## src/rtl/cond_unit_pipe.sv

```systemverilog
// rtl/cond_unit_pipe.sv - execute-stage ARM condition unit with NZCV register, gating and squash counter
module cond_unit_pipe #(
  parameter int OUT_REG   = 0,
  parameter int CNT_WIDTH = 16
) (
  input  logic                 clk,
  input  logic                 reset_n,
  input  logic                 en,
  input  logic                 flush,
  input  logic                 valid,
  input  logic [3:0]           cond,
  input  logic [3:0]           alu_flags,
  input  logic [1:0]           flag_w,
  input  logic                 pcs,
  input  logic                 reg_w,
  input  logic                 mem_w,
  input  logic                 clr_cnt,
  output logic                 cond_ex,
  output logic                 pc_src,
  output logic                 reg_write,
  output logic                 mem_write,
  output logic                 illegal_cond,
  output logic [3:0]           flags,
  output logic [CNT_WIDTH-1:0] squash_count
);

  logic [3:0] flag_q;
  logic       n, z, c, v;
  logic       active;
  logic       pc_src_g, reg_write_g, mem_write_g;

  assign {n, z, c, v} = flag_q;
  assign flags        = flag_q;

  always_comb begin
    cond_ex = 1'b0;
    case (cond)
      4'b0000: cond_ex = z;
      4'b0001: cond_ex = !z;
      4'b0010: cond_ex = c;
      4'b0011: cond_ex = !c;
      4'b0100: cond_ex = n;
      4'b0101: cond_ex = !n;
      4'b0110: cond_ex = v;
      4'b0111: cond_ex = !v;
      4'b1000: cond_ex = c & !z;
      4'b1001: cond_ex = !c | z;
      4'b1010: cond_ex = (n == v);
      4'b1011: cond_ex = (n != v);
      4'b1100: cond_ex = !z & (n == v);
      4'b1101: cond_ex = z | (n != v);
      4'b1110: cond_ex = 1'b1;
      default: cond_ex = 1'b0;
    endcase
  end

  // flush and stall both kill the slot; everything downstream keys off this
  assign active       = valid & en & !flush;
  assign illegal_cond = active & (cond == 4'b1111);
  assign pc_src_g     = pcs   & cond_ex & active;
  assign reg_write_g  = reg_w & cond_ex & active;
  assign mem_write_g  = mem_w & cond_ex & active;

  always_ff @(posedge clk or negedge reset_n) begin
    if (!reset_n) begin
      flag_q <= 4'b0000;
    end else if (active & cond_ex) begin
      if (flag_w[1]) flag_q[3:2] <= alu_flags[3:2];
      if (flag_w[0]) flag_q[1:0] <= alu_flags[1:0];
    end
  end

  always_ff @(posedge clk or negedge reset_n) begin
    if (!reset_n) begin
      squash_count <= '0;
    end else if (clr_cnt) begin
      squash_count <= '0;
    end else if (active & !cond_ex & (cond != 4'b1111) & (squash_count != {CNT_WIDTH{1'b1}})) begin
      squash_count <= squash_count + CNT_WIDTH'(1);
    end
  end

  generate
    if (OUT_REG != 0) begin : g_out_reg
      // gated terms already fold in flush, so an enabled edge loads 0 on flush
      always_ff @(posedge clk or negedge reset_n) begin
        if (!reset_n) begin
          pc_src    <= 1'b0;
          reg_write <= 1'b0;
          mem_write <= 1'b0;
        end else if (en) begin
          pc_src    <= pc_src_g;
          reg_write <= reg_write_g;
          mem_write <= mem_write_g;
        end
      end
    end else begin : g_out_comb
      assign pc_src    = pc_src_g;
      assign reg_write = reg_write_g;
      assign mem_write = mem_write_g;
    end
  endgenerate

endmodule
```

## config.mk

```make
export PLATFORM = sky130hd
export DESIGN_NAME = cond_unit_pipe
export DESIGN_NICKNAME = d
export VERILOG_FILES = /design/src/rtl/cond_unit_pipe.sv
export SDC_FILE = /design/constraint.sdc
export NUM_CORES = 1
export LEC_CHECK = 0
export ABC_AREA = 1
export CAP_MARGIN = 20
export CORE_ASPECT_RATIO = 0.8
export CORE_MARGIN = 2
export CORE_UTILIZATION = 47
export DETAILED_ROUTE_END_ITERATION = 8
export PLACE_DENSITY_LB_ADDON = 0.05
export SETUP_SLACK_MARGIN = 0.2
export SLEW_MARGIN = 20
export SYNTH_ARGS = -nofsm -noshare
export SYNTH_HDL_FRONTEND = slang
export SYNTH_SLANG_ARGS = --single-unit
```

## constraint.sdc

```tcl
create_clock -name clk -period 1.71 [get_ports clk]
set_input_delay 0.342 -clock clk [delete_from_list [all_inputs] [get_ports clk]]
set_output_delay 0.342 -clock clk [all_outputs]
set_load 0.01 [all_outputs]
```

* Word-level counts from Yosys, hierarchy flattened
Cells that the tools add are included.
** Storage, ports and cells
- Latch bits :: 0
- Memories kept :: 0
- Register bits :: 20
- ROM bits :: 0
- Output and inout bits :: 25
- Memory bits (writable) :: 0
- Bits of input ports :: 19
** Operators by class
- Bitwise operators :: 17
- Multipliers :: 0
- Div/mod/pow operators :: 0
- Muxes and demuxes :: 3
- Reduce and logical (&&, ||, !) cells :: 10
- Add/subtract/negate cells :: 1
- Eq/ne operators :: 19
- Shifts and indexed selects :: 0
- Order comparisons :: 0
** Operators by type and width (number)
- 4-bit == test, second input constant :: 8
- 16-bit 2-to-1 mux :: 2
- 16-bit by 1-bit adder with 16-bit output, second input constant :: 1
- 4-bit by 3-bit == test with 1-bit output, second input constant :: 4
- 16-bit != test, second input constant :: 1
- 1-bit AND :: 15
- 1-bit one-hot mux with 15 select lines :: 1
- 4-bit by 2-bit == test with 1-bit output, second input constant :: 2
- 1-bit logical NOT :: 6
- 4-bit by 1-bit == test with 1-bit output, second input constant :: 1
- 4-bit logical NOT :: 1
- 4-bit != test, second input constant :: 1
- 2-bit AND reduction :: 2
- 1-bit OR :: 2
- 2-bit nonzero test :: 1
- 1-bit == test :: 1
- 1-bit != test :: 1

* Depth between registers and ports, before layout
Gate-level depths: netlist of run 1.
- Depth in word-level cells :: 9
- Gate-level depth with buffers :: 13
- Gate-level depth less buffers :: 12

* Worst setup path after synthesis of run 1
No wires, ideal clock.
- Path type :: reg2out
- Start point :: register flag_q[3] (netlist: flags[3])
- End point :: output port mem_write
- Stages on the path, launching flop included :: 10
- Data arrival time :: 1.419 ns
- Required time :: 1.368 ns
- Setup slack :: -0.051 ns
- Cell sequence :: dfrtp_1 > inv_1 > nand2_1 > nand3_1 > nand2_1 > o21ai_0 > nand2_1 > nand2_1 > nand2_1 > nor2_1
** On the way
- Cells in the longest elaborated chain, start to end :: 5
- Elaborated cells between the ends (all ways) :: 8
- Those cells by class :: eq/ne (2); mux (1); bitwise (4); reduce/logical (1)
** Ends and longest elaborated chain
- from (decl) :: RTL line 27 : logic [3:0] flag_q;
- from (signal assigned) :: RTL line 68 : if (flag_w[1]) flag_q[3:2] <= alu_flags[3:2];
- 1-bit != test or 1-bit == test (tied branches)
- 1-bit OR or 1-bit AND (tied branches) :: RTL line 51, 50
- 1-bit one-hot mux with 15 select lines (*) :: RTL line 37 : case (cond)
- via cond_ex :: RTL line 18 : output logic cond_ex,
- 1-bit AND (*) (2 in series) :: RTL line 62 : assign mem_write_g = mem_w & cond_ex & active;
- to (decl) :: RTL line 21 : output logic mem_write,
The timed path passes the listed nets; every way through them passes the cells marked *.

* Worst setup path in the final report of run 1
- Start point :: register flag_q[3] (netlist: flags[3])
- End point :: output port cond_ex
** On the way
- Cells in the longest elaborated chain, start to end :: 3
- Elaborated cells between the ends (all ways) :: 6
- Those cells by class :: eq/ne (2); mux (1); bitwise (2); reduce/logical (1)
** Ends and longest elaborated chain (RTL line)
- 1-bit != test or 1-bit == test (tied branches)
- 1-bit OR or 1-bit AND (tied branches) :: 51, 50
- 1-bit one-hot mux with 15 select lines (*) :: 37
- to (decl) :: 18
Every way passes the cells marked *; elsewhere a longest branch is shown, timed or not.

==> qor.txt, run 1 <==
Worst r2r src: flags[3]$_DFFE_PN0P_
Clk pin slew, worst setup/hold paths: 0.07 ns
Delay of the slowest critical-path stage: 0.42 ns
WL final: 4633 microns
Synth Instances: 234
Post-synthesis sequential area ratio: 34.01%
Final Hold Fails: 0
Pwr Density: 792.8 nW/um^2
WP data required: 1.37 ns
Worst path cell trace: inv_2, nand2_2, nand2_1, nor2_1, nor2_1, nand2_2, nor2_4, nand2_4, buf_4, buf_6
Worst-path cell with the longest stage delay: dfrtp_1
Root Driver: clkbuf_8
CTS tree: yes
Combinational Power Share: 49.9%
Status: complete, but fails checks
ANT cells: 0
Worst slew margin: 76.76%
Failing checks: negative setup slack
Synth area leader: dfrtp_1
Worst Tran Pin Value: 0.3465 ns
Clk buf depth: 2
Hold crit path type: in -> async
Worst reg-to-reg setup slack: -0.02 ns
Post-synth EDFFs: 0
Ratio of cells with drive above 1 in the final layout: 30.41%
Final clock skew: 0.002470 ns
Fmax: 514.3 MHz
Hold buffer count at cts: 0
RSZ-0062 raised after global routing: true
WL/cell: 12.91 microns
Top-count cell post-synth: nand2_1
Vias: 1814
Clock buffer count from CTS: 3
#FFs+latches synth: 20
VDD IR max: 0.5664 mV
# clock sinks: 20
Sequential share of power: 31.6%
Die Footprint: 3597 sq um
Sw Ratio: 37.41%
Main synth FF type: dfrtp_1
Worst Setup SP: flags[3]$_DFFE_PN0P_
GRT Util Overall: 27.02%
Area of the mapped netlist: 1471 sq um
DRT iter0 DRCs: 163
Worst EP arrival: 1.60 ns
Post-synthesis net count: 254
Lkg Pwr: 1.336 nW
Setup ws final: -0.2344 ns
Critical path peak fanout: 3
Vias in the first global route: 1577
Top cell type's share of synthesized area: 34.01%
Skew-Pair Late Insertion Delay: 0.26 ns
Core Region: 3040 sq um
Min Hold Slack: 0.4258 ns
Final setup fails: 8
Synth cell types: 25
Gr ovfl total: 0
Fillers: 215
Core Rows: 18
Final ANT Viol Nets: 0
Internal power: 1.215 mW
FF-to-FF End: squash_count[3]$_DFFE_PN0P_
CP Class: reg -> out
Async set-reset flop share out of synthesis: 100.0%
Chip Width: 66.56 microns
Worst-case reg-to-reg path depth: 12
Setup Slack @ Placement: -0.8764 ns
First-pass GRT wire length: 7251 microns
CP Capture Type: output pin
Htree depth: 1
Initial core utilization: 48.40%
Top cells by area, synth: dfrtp_1 34%, nand2_1 22%, nor2_1 9.7%
Fin crit period: 1.944 ns
PortBufs: 43
Maxcap violations: 0
Slew Viols, Final: 0
DRC Markers: 0
GP Congestion: 0.8274
Fin crit share: 113.7%
Critical path launch point type: register
CP endpoint: cond_ex
Post-synth top cells: 87 x nand2_1, 38 x nor2_1, 27 x nand3_1
Syn avg cell area: 6.288 sq um
Initial antenna violation count: 0
Area delta synth->final: 66.41%
Final #Nets: 340
Drt first pass iters: 4
Clock group share of total power: 18.6%
Psw: 726.2 uW
Ys Warns: 0
DP HPWL: 3115 microns
Largest net degree at the start of global routing: 21
IO Pins: 44
Routed vias/inst: 5.053
Die Height: 54.05 microns
==> per-stage QoR <==
| step | TNS (ns) | utilization (%) | std cells | instance area (sq um) | power (mW) |
|---|---|---|---|---|---|
| 3_5_place_dp | -12.25 | 71.77 | 340 | 2182 | 1.472 |
| 2_1_floorplan | 0 | - | 234 | 1525 | 0.9926 |
| 6_report | -0.9579 | 80.54 | 359 | 2449 | 1.941 |
| 5_1_grt | -2.489 | 80.54 | 359 | 2449 | 2.059 |
| 4_1_cts | -0.8286 | 78.44 | 357 | 2385 | 1.907 |
| 3_3_place_gp | -11.58 | 71.77 | 340 | 2182 | 1.451 |
==> routing by layer <==
| layer | track usage, % | up-vias | share of wire (%) |
|---|---|---|---|
| met2 | 44.67 | 76 | 48 |
| met1 | 37.66 | 816 | 44 |
| met4 | 5.102 | 0 | 1.2 |
| met5 | 0 | - | 0 |
| met3 | 4.812 | 8 | 7.6 |
| li1 | - | 914 | - |
==> what timing repair did <==
action                                  4_1_cts  5_1_grt
pin swaps                                    16        6
cloned                                        1        0
setup buffers                                12        2
resized for setup                            77       21
endpoints found under the setup margin       45       27
==> logic make-up (layout without fill, tap and decap cells) <==
| kind of cell | after synthesis | in the layout | synth area share, % |
|---|---|---|---|
| simple gates | 173 | 174 | 51.11 |
| buf+inv | 28 | 112 | 7.908 |
| flops | 20 | 20 | 34.01 |
| xor+xnor | 7 | 7 | 4.167 |
| compound gates | 5 | 5 | 1.956 |
| fa+ha+maj | 1 | 1 | 0.8502 |
==> state kept, by name, indices dropped and copies added, names as in the netlist <==
register / cells
flags: 4
squash_count: 16
==> layout by cell type (no fill, tap or decap), drive strengths merged <==
cell type | synthesis | layout
a21oi | 2 | 2
buf | 2 | 50
clkbuf | 3 | 5
clkdlybuf4s15 | 0 | 1
clkdlybuf4s50 | 0 | 13
clkinv | 1 | 1
dfrtp | 20 | 20
dlygate4sd2 | 0 | 17
dlymetal6s2s | 0 | 3
ha | 1 | 1
inv | 22 | 22
nand2 | 88 | 89
nand3 | 28 | 28
nand3b | 2 | 2
nand4 | 7 | 7
nor2 | 40 | 40
nor3 | 7 | 7
nor3b | 1 | 1
o21ai | 1 | 1
o21bai | 1 | 1
o22ai | 1 | 1
xnor2 | 2 | 2
xor2 | 5 | 5
==> worst min path at each step <==
stage,start,endpoint,slack (ns),depth (start not counted)
floorplan,reset_n,flags[0]$_DFFE_PN0P_,0.05,0
global placement,squash_count[15]$_DFFE_PN0P_,squash_count[15]$_DFFE_PN0P_,0.57,2
detailed placement,squash_count[6]$_DFFE_PN0P_,squash_count[6]$_DFFE_PN0P_,0.57,2
CTS,reset_n,squash_count[6]$_DFFE_PN0P_,0.43,2
global route,reset_n,squash_count[6]$_DFFE_PN0P_,0.46,2
finish,reset_n,flags[2]$_DFFE_PN0P_,0.43,2
==> worst max-delay path, delay by kind of cell (launching register included) <==
kind / cells / cell delay (ns)
buffers and inverters: 3 / 0.37
DFF: 1 / 0.42
and+or+nand+nor: 7 / 0.53
==> power by group through the flow <==
stage | sequential [mW] | clock [mW] | combinational (mW)
after detailed placement | 0.609 | 0 | 0.863
after CTS | 0.609 | 0.369 | 0.929
final | 0.613 | 0.360 | 0.968
after global routing | 0.622 | 0.395 | 1.04
after floorplan | 0.630 | 0 | 0.362
after global placement | 0.606 | 0 | 0.844
==> area by class of cell <==
type	instances	area, sq um	share of cell area [%]
Multi-Input combinational cell	187	1023	41.80
Sequential cell	20	501.7	20.49
Clock buffer	4	55.05	2.248
Inverter	23	86.33	3.526
Tap cell	40	50.05	2.044
Timing Repair Buffer	85	732.0	29.89
Power figures use the tool's default switching activity.
==> run 2, diff against run 1 <==
--- a/config.mk
+++ b/config.mk
@@ -11,6 +11,7 @@
 export CORE_MARGIN = 2
 export CORE_UTILIZATION = 47
 export DETAILED_ROUTE_END_ITERATION = 8
+export GPL_TIMING_DRIVEN = 0
 export PLACE_DENSITY_LB_ADDON = 0.05
 export SETUP_SLACK_MARGIN = 0.2
 export SLEW_MARGIN = 20
==> run 2 against run 1 <==
  * The run still ends with negative setup slack left
  * Cell area up 0.77%
  * First-iteration DRC count down 31%
  * Core utilization up 0.62 points
  * Sequential share of layout area down 0.054 points
  * Worst hold slack better by 0.15 ns
  * Global-route usage up 0.95 points
  * Clock-buffer cell count down 1
  * Clock power up 32%
  * Non-clock buffer count down 1
  * Critical path type unchanged
  * Largest cell class unchanged
==> qor.txt, run 2 (synthesis gave the netlist of run 1 again) <==
Status: complete, but fails checks
Failing checks: negative setup slack
Placed Area: 1996 sq um
Gr ovfl total: 0
Initial antenna violation count: 0
Fillers: 212
Initial core utilization: 48.40%
Drt first pass iters: 4
Commonest non-fill, non-tap cell in the layout: nand2_1
Post-route cell area: 2467 sq um
CP Class: reg -> out
Post-Route Utilization: 81.15%
Slew Viols, Final: 0
Lkg Pwr: 1.309 nW
DP HPWL: 2749 microns
CP endpoint: reg_write
Ratio of cells with drive above 1 in the final layout: 33.44%
Most frequent cells in the layout: 59 x nand2_1, 32 x nor2_1, 32 x buf_4
Placed insts: 316
Worst-case reg-to-reg path depth: 11
Worst Tran Pin Value: 0.9259 ns
Hold buffer count at cts: 0
# clock sinks: 20
DRT iter0 DRCs: 113
IO Pins: 44
Setup Slack @ Placement: -0.9426 ns
Largest net degree at the start of global routing: 21
Skew-Pair Late Insertion Delay: 0.27 ns
Vias: 1883
Critical path peak fanout: 4
Vias in the first global route: 1697
GP Congestion: 0.8804
ANT cells: 0
Fin crit period: 1.975 ns
Area delta synth->final: 67.69%
Die Height: 54.05 microns
Final Hold Fails: 0
WL/cell: 13.15 microns
CTS tree: yes
Root Driver: clkbuf_8
Clk pin slew, worst setup/hold paths: 0.08 ns
RSZ-0062 raised after global routing: true
VDD IR max: 0.9343 mV
Largest Register: squash_count
WP data required: 1.37 ns
First-pass GRT wire length: 7541 microns
Setup ws final: -0.2649 ns
Die Footprint: 3597 sq um
DRC Markers: 0
Setup TNS: -1.037 ns
Critical path launch point type: register
Maxcap violations: 0
Worst Setup SP: flags[0]$_DFFE_PN0P_
Htree depth: 1
Worst reg-to-reg setup slack: 0.01 ns
Routed vias/inst: 5.275
Clk buf depth: 2
CP Capture Type: output pin
Fmax: 506.4 MHz
Pwr Density: 854.6 nW/um^2
Chip Width: 66.56 microns
Final std cells w/o fill: 357
Final #Nets: 338
Core Region: 3040 sq um
Largest register FFs: 16
GRT Util Overall: 27.96%
Fin crit share: 115.5%
Core Rows: 18
Worst r2r src: squash_count[0]$_DFFE_PN0P_
Worst slew margin: 38.08%
Hold crit path type: reg -> reg
PortBufs: 42
Total power: 2.109 mW
Final setup fails: 4
Min Hold Slack: 0.5717 ns
FF-to-FF End: squash_count[7]$_DFFE_PN0P_
Worst EP arrival: 1.63 ns
Clock buffer count from CTS: 3
WL final: 4695 microns
Final ANT Viol Nets: 0
Final clock skew: 0.007365 ns
-- run 2: worst max-delay path: stages, from the launching register on --
cell and delay, ns:
dfrtp_2 0.46, nand2_2 0.13, nand2_1 0.07, nand2_1 0.05, nand2_1 0.05, nand2_1 0.07
nand2_2 0.06, nor2_4 0.12, nand2_4 0.09, nand2_4 0.11, nor2_4 0.05, buf_6 0.11
-- run 2: final cells by class --
type                       instances  area (sq um)  share of cell area [%]
clock buffer                       3         41.29                   1.673
inverter                          23         86.33                   3.499
buffer                             5         33.78                   1.369
multi-input combinational        186          1018                   41.28
timing repair buffer              79         703.2                   28.50
tap                               40         50.05                   2.028
sequential                        20         504.2                   20.44
clock inverter                     1         30.03                   1.217
-- run 2: what timing repair did --
item | CTS | global route
resized for setup | 85 | 19
setup buffers | 34 | 2
setup endpoints to repair | 45 | 29
pin swaps | 13 | 4
endpoints found under the hold margin | 0 | 0
cloned | 1 | 0
-- run 2: where the power goes --
group          switching, mW  internal (mW)  total, mW
clock network          0.165          0.313      0.477
registers             0.0760          0.537      0.613
logic                  0.514          0.505       1.02
total                  0.754           1.35       2.11
-- run 2: metal layers --
layer,track usage (%),vias to the layer above,routed length [microns]
li1,-,917,-
met1,37.34,891,2063
met2,46.83,68,2308
met3,6.695,7,271
met4,5.442,0,52
met5,0,-,0
-- run 2: worst min-delay path by stage --
stage                                      start                           end  cells after the start
floorplan                                reset_n          flags[0]$_DFFE_PN0P_                      0
global placement            flags[3]$_DFFE_PN0P_          flags[3]$_DFFE_PN0P_                      2
detailed placement          flags[3]$_DFFE_PN0P_          flags[3]$_DFFE_PN0P_                      2
CTS                  squash_count[9]$_DFFE_PN0P_   squash_count[9]$_DFFE_PN0P_                      2
global route         squash_count[4]$_DFFE_PN0P_   squash_count[4]$_DFFE_PN0P_                      2
finish              squash_count[11]$_DFFE_PN0P_  squash_count[11]$_DFFE_PN0P_                      2
